$ cat src/rtl/ethernet_arp_reply_transmitter.sv
// ============================================================================
// Module      : ethernet_arp_reply_transmitter
// Description : Builds an ARP reply frame for the local MAC/IP and streams it
//               as 64-bit AXI-Stream beats toward the 10G MAC.
// Revision    : 1.0 - initial release
// ============================================================================
`default_nettype none

module ethernet_arp_reply_transmitter #(
  parameter logic [47:0] FPGA_MAC   = 48'h211abcdef112,
  parameter logic [31:0] FPGA_IP    = 32'hC0000186,
  parameter bit          PAD_TO_MIN = 1'b1
) (
  input  logic        i_clk,
  input  logic        i_reset,
  input  logic        i_req_valid,
  output logic        o_req_ready,
  input  logic [47:0] i_req_sha,
  input  logic [31:0] i_req_spa,
  output logic        o_tx_axis_tvalid,
  input  logic        i_tx_axis_tready,
  output logic [63:0] o_tx_axis_tdata,
  output logic        o_tx_axis_tlast,
  output logic [7:0]  o_tx_axis_tkeep,
  output logic        o_busy,
  output logic [15:0] o_frame_count
);

  typedef enum logic [0:0] {
    S_IDLE = 1'b0,
    S_SEND = 1'b1
  } state_t;

  localparam logic [2:0] c_last_beat = PAD_TO_MIN ? 3'd7 : 3'd5;
  localparam logic [7:0] c_last_keep = PAD_TO_MIN ? 8'h0F : 8'h03;

  state_t        r_state;
  state_t        w_state_next;
  logic [335:0]  r_frame;
  logic [2:0]    r_beat;
  logic [15:0]   r_frame_count;
  logic [511:0]  w_frame_ext;
  logic          w_accept;
  logic          w_beat_done;
  logic          w_last;

  // Frame is stored lane-ordered: wire byte i lives at bits [8i+7:8i], so a
  // beat is simply a 64-bit slice. Bytes past 41 read as zero padding.
  function automatic logic [335:0] build_frame(input logic [47:0] sha,
                                               input logic [31:0] spa);
    logic [335:0] be;
    logic [335:0] le;
    be = {sha, FPGA_MAC, 16'h0806, 16'h0001, 16'h0800, 8'h06, 8'h04,
          16'h0002, FPGA_MAC, FPGA_IP, sha, spa};
    le = '0;
    for (int i = 0; i < 42; i++) begin
      le[8*i +: 8] = be[8*(41-i) +: 8];
    end
    return le;
  endfunction

  assign w_frame_ext = {176'd0, r_frame};
  assign w_accept    = i_req_valid && o_req_ready;
  assign w_beat_done = o_tx_axis_tvalid && i_tx_axis_tready;
  assign w_last      = (r_beat == c_last_beat);
  assign o_frame_count = r_frame_count;

  always_ff @(posedge i_clk or posedge i_reset) begin
    if (i_reset) begin
      r_state <= S_IDLE;
    end else begin
      r_state <= w_state_next;
    end
  end

  always_comb begin
    w_state_next     = r_state;
    o_req_ready      = 1'b0;
    o_busy           = 1'b0;
    o_tx_axis_tvalid = 1'b0;
    o_tx_axis_tdata  = 64'd0;
    o_tx_axis_tlast  = 1'b0;
    o_tx_axis_tkeep  = 8'h00;
    case (r_state)
      S_IDLE: begin
        o_req_ready = 1'b1;
        if (w_accept) begin
          w_state_next = S_SEND;
        end
      end
      S_SEND: begin
        o_busy           = 1'b1;
        o_tx_axis_tvalid = 1'b1;
        o_tx_axis_tdata  = w_frame_ext[{r_beat, 6'd0} +: 64];
        o_tx_axis_tlast  = w_last;
        o_tx_axis_tkeep  = w_last ? c_last_keep : 8'hFF;
        if (i_tx_axis_tready && w_last) begin
          w_state_next = S_IDLE;
        end
      end
      default: w_state_next = S_IDLE;
    endcase
  end

  always_ff @(posedge i_clk or posedge i_reset) begin
    if (i_reset) begin
      r_frame       <= '0;
      r_beat        <= 3'd0;
      r_frame_count <= 16'd0;
    end else if (w_accept) begin
      r_frame <= build_frame(i_req_sha, i_req_spa);
      r_beat  <= 3'd0;
    end else if (w_beat_done) begin
      if (w_last) begin
        r_beat        <= 3'd0;
        r_frame_count <= r_frame_count + 16'd1;
      end else begin
        r_beat <= r_beat + 3'd1;
      end
    end
  end

endmodule

`default_nettype wire
$ cat config.mk
export PLATFORM = sky130hd
export DESIGN_NAME = ethernet_arp_reply_transmitter
export DESIGN_NICKNAME = d
export VERILOG_FILES = /design/src/rtl/ethernet_arp_reply_transmitter.sv
export SDC_FILE = /design/constraint.sdc
export NUM_CORES = 1
export LEC_CHECK = 0
export ABC_AREA = 0
export ABC_CLOCK_PERIOD_IN_PS = 3500
export BUFFER_PORTS_ARGS = -buffer_cell sky130_fd_sc_hd__clkbuf_2
export CORE_ASPECT_RATIO = 0.6
export CORE_MARGIN = 2
export CORE_UTILIZATION = 45
export DETAILED_ROUTE_END_ITERATION = 10
export PLACE_DENSITY_LB_ADDON = 0.1
export SYNTH_ARGS = -nofsm -noshare
export SYNTH_HDL_FRONTEND = slang
export SYNTH_SLANG_ARGS = --single-unit
export TNS_END_PERCENT = 5
$ cat constraint.sdc
create_clock -name i_clk -period 3.5 [get_ports i_clk]
set_input_delay 0.35 -clock i_clk [delete_from_list [all_inputs] [get_ports i_clk]]
set_output_delay 0.35 -clock i_clk [all_outputs]
set_load 0.05 [all_outputs]
; Word level (Yosys, flattened, before mapping)
; Cells that the tools add are included.
; Widths: inputs -> output; s select.
[word_totals]
elab_cells = 27
inputBits = 84
register_bits = 209
[classes]
muxes = 12
add_sub_neg = 2
n_reduce_logical = 5
bitwise_logic = 2
eq_ne = 1
shift = 1
[op_table]
columns = op, n
row1 = $shiftx 512x10->64, 1
row2 = $mux 64, 1
row3 = $add 16x1->16 const B, 1
row4 = $mux 8, 2
row5 = $mux 3, 3
row6 = $mux 1, 5
row7 = $add 3x1->3 const B, 1
row8 = $eq 3x3->1 const B, 1
row9 = $logic_and 1x1->1, 3
row10 = $reduce_and 3->1, 1
row11 = $not 1->1, 2
row12 = $pmux 1 s2, 1
row13 = $reduce_bool 2->1, 1

; Depth between registers and ports, before layout
[depth]
depth_word = 4
ltp_mapped = 6
ltp_nobuf = 6

; Worst setup path before layout
; OpenSTA, ideal clock, no wires.
[synth_path]
kind = register to output
start = reg r_state
end = out o_tx_axis_tkeep[5]
arrival_ps = 2293
slack_ps = 857
path_stages_with_launch = 4
n_path_buf = 1
required_time_ps = 3150
cell_sequence = dfrtp_1 inv_2 nor2_1 buf_4
[synth_between]
elab_chain_len = 1
[synth_lines]
columns = item, line_no
row1 = "start, declared", 37  ; state_t r_state;
row2 = "start signal, assigned", 72  ; r_state <= w_state_next;
row3 = $mux 8, 84  ; case (r_state)
row4 = "end, declared", 24  ; output logic [7:0] o_tx_axis_tkeep,
; No other way between the ends.

; Final worst setup path
[layout_path]
start = reg r_beat[2]
end = out o_tx_axis_tdata[56]
[layout_between]
elab_chain_len = 2
[layout_lines]
columns = item, line_no
row1 = "start, declared", 40  ; logic [2:0] r_beat;
row2 = "start signal, assigned", 118  ; r_beat <= r_beat + 3'd1;
row3 = $shiftx 512x10->64, 94  ; o_tx_axis_tdata = w_frame_ext[{r_beat, 6'd0} +: 64];
row4 = $mux 64, 84
row5 = "end, declared", 22  ; output logic [63:0] o_tx_axis_tdata,
; No other way between the ends.

==> qor.csv <==
stage;metric;value;unit
critical_path;worstSetupPathType;flop to primary output;
yosys;synth_top_area_share;54.6;%
global_routing;met1_usage;28.0;%
floorplan;die_height;82.6;microns
timing;fin_crit;2760;ps
finish;final_util;59.5;%
floorplan;num_rows;28;
routing;via_per_inst;5.17;
routing;final_antenna_net_count;0;
global_routing;grt-ovfl-total;0;
floorplan;fp.dieW;135;microns
timing;worst_clock_skew;5.69;ps
clock_network;cts_tree;built;
critical_path;end_kind;primary output;
critical_path;crit_fanout;10;
clock_network;h-tree-depth;3;
critical_path;cp-start-kind;flop;
critical_path;worstPathRequired;3150;ps
placed_design;io_buffers;175;
clock_network;cts_setup_buffers;0;
floorplan;initial_utilization;46.5;%
placed_design;gp_congestion;0.769;
floorplan;die-area;11100;sq um
timing;worst_slew_pin_slew;652;ps
clock_network;clk_transition_reported_paths;70;ps
timing;grt_setup_unrepaired;false;
power_and_ir_drop;max-vdd-ir-drop;0.825;mV
routing;drc_errors;0;
finish;layout_common_cells;175 x clkbuf_2, 101 x dfrtp_1, 81 x mux2_2;
routing;first_pass_iters;5;
routing;via_count;3487;
global_routing;grt_max_degree;82;
global_routing;grt_busiest_layer;met2;
finish;fin_cells;674;
routing;wl_per_cell;16.3;microns
critical_path;slowest_stage;nor2b_1;
finish;layout.nets;621;
finish;final_common_cell;clkbuf_2;
global_routing;grt_use_met3;7.14;%
finish;area_growth;27.9;%
placed_design;place_ws;1080;ps
routing;wl;11.0;mm
yosys;avgSynthCellArea;12.4;sq um
critical_path;cp.arrival;2410;ps
clock_network;cts_buffers;9;
yosys;synth-seq-cells;101;
timing;tns;0;ps
yosys;yosysSeqAreaShare;54.6;%
clock_network;ctsHoldBuffers;0;
run_status;status;completed;
placed_design;hpwlAfterDp;7.81;mm
clock_network;clockRootBuffer;clkbuf_16;
timing;final.setup.worst_slack;744;ps
routing;drt_iter0_markers;166;
yosys;synth_cells;372;
global_routing;use_met2;30.4;%
power_and_ir_drop;p_leak;0.00304;uW
placed_design;placed_cells;658;
yosys;synthDistinctLibCells;34;
critical_path;worstPathBufferInverterCount;1;
global_routing;antenna_found_initial;0;
run;maxCapViolCount;0;
global_routing;grt_pass1_wl;17.4;mm
floorplan;core_area;9950;sq um
yosys;synth_warnings;0;
yosys;synth_nets;459;
timing;fmax;363;MHz
worst_hold_path;hold_path_class;input pin to asynchronous set/reset pin;
timing;setup_violations;0;
timing;hold_viol;0;
timing;slew_violations;0;
clock_network;clock_latency;340;ps
timing;slew-limit-headroom;56.5;%
critical_path;cpLargestDelayFamily;simple AND/OR/NAND/NOR gates;
critical_path;crit_chain;nor2b_1, nand3_1, nor2_1, a21o_1, clkbuf_2;
finish;layout-drive-gt1-share;53.1;%
critical_path;slowest_delay;500;ps
clock_network;post_cts_resized;0;
power_and_ir_drop;power_density;1120;nW/um^2
clock_network;clockBufferDepth;2;
yosys;synth_top_area_cell;dfrtp_1;
yosys;mappedNetlistArea;4630;sq um
finish;diodes;0;
global_routing;grt_pass1_vias;3342;
yosys;yosys-top-cells-area;dfrtp_1 55%, mux2_2 20%, and3_1 3.1%;
timing;fin_crit_sh;78.7;%
clock_network;clock-sinks;101;
timing;whs;64.8;ps
global_routing;grt_usage;20.2;%
floorplan;io_pins;176;
-- per-layer routing --
| metal | wire length (microns) | share of wire (%) |
|---|---|---|
| met2 | 4940 | 45 |
| met5 | 0 | 0 |
| met4 | 97 | 0.88 |
| met3 | 842 | 7.7 |
| met1 | 5100 | 46 |
-- cell families after synthesis --
group / after synthesis / synth area share [%]
simple gates: 96 / 11.3
compound gates: 40 / 6.49
flops: 101 / 54.6
xor+xnor: 15 / 2.84
fa+ha+maj: 3 / 0.811
buf+inv: 35 / 4.05
mux: 82 / 19.9
-- layout make-up --
type / instances / area [sq um]
clock buffer: 10 / 229
clock inverter: 6 / 111
fill: 861 / 4030
inverter: 4 / 17.5
multi-input combinational: 236 / 1930
sequential: 101 / 2530
tap: 135 / 169
timing repair buffer: 182 / 941
-- sequential cells by signal, summed over array words and instances, names as in the netlist --
name,cells
r_beat,3
r_state,1
o_frame_count,16
r_frame,81
-- Yosys cell counts --
cell	instances
nand2b_1	3
a22oi_1	1
nor4_4	1
xor2_1	3
nand4_1	4
a21o_1	4
nor2_1	15
nor3_2	2
a22o_1	6
mux2i_1	1
inv_1	3
o21ai_0	2
inv_2	1
or2_2	1
and2_1	9
xnor2_1	12
nand2_1	25
buf_2	12
clkbuf_1	9
buf_4	9
a221o_1	9
buf_6	1
and4_1	2
dfrtp_1	101
mux2_2	81
a31oi_1	4
and3_1	23
o21a_1	2
a21oi_1	10
a32o_1	2
nand3_1	7
ha_1	3
nand3_2	1
nor2b_1	3
-- stage by stage --
| step | power, uW | instance area (sq um) |
|---|---|---|
| floorplan | 4790 | 4630 |
| global placement | 5510 | 5580 |
| detailed placement | 5570 | 5580 |
| CTS | 6720 | 5920 |
| global route | 7020 | 5920 |
| finish | 6660 | 5920 |
-- power breakdown --
group          switching (uW)  leakage [uW]  internal, uW
clock network             432      0.000163           699
registers                 314       0.00125          1660
logic                    2510       0.00163          1050
total                    3260       0.00304          3400
-- final timing paths --
kind	start	endpoint	slack [ps]	depth (start not counted)
max	r_beat[2]$_DFFE_PP0P_	o_tx_axis_tdata[56]	740	5
max reg2reg	r_state$_DFF_PP0_	o_frame_count[13]$_DFFE_PP0P_	1310	5
min in group i_clk	i_req_sha[21]	r_frame[285]$_DFFE_PP0P_	240	2
min	i_reset	r_frame[335]$_DFFE_PP0P_	60	2
min reg2reg	o_frame_count[15]$_DFFE_PP0P_	o_frame_count[15]$_DFFE_PP0P_	500	1
max in group asynchronous	i_reset	r_frame[282]$_DFFE_PP0P_	2600	3
No activity file was read; power rests on OpenSTA's default activity.
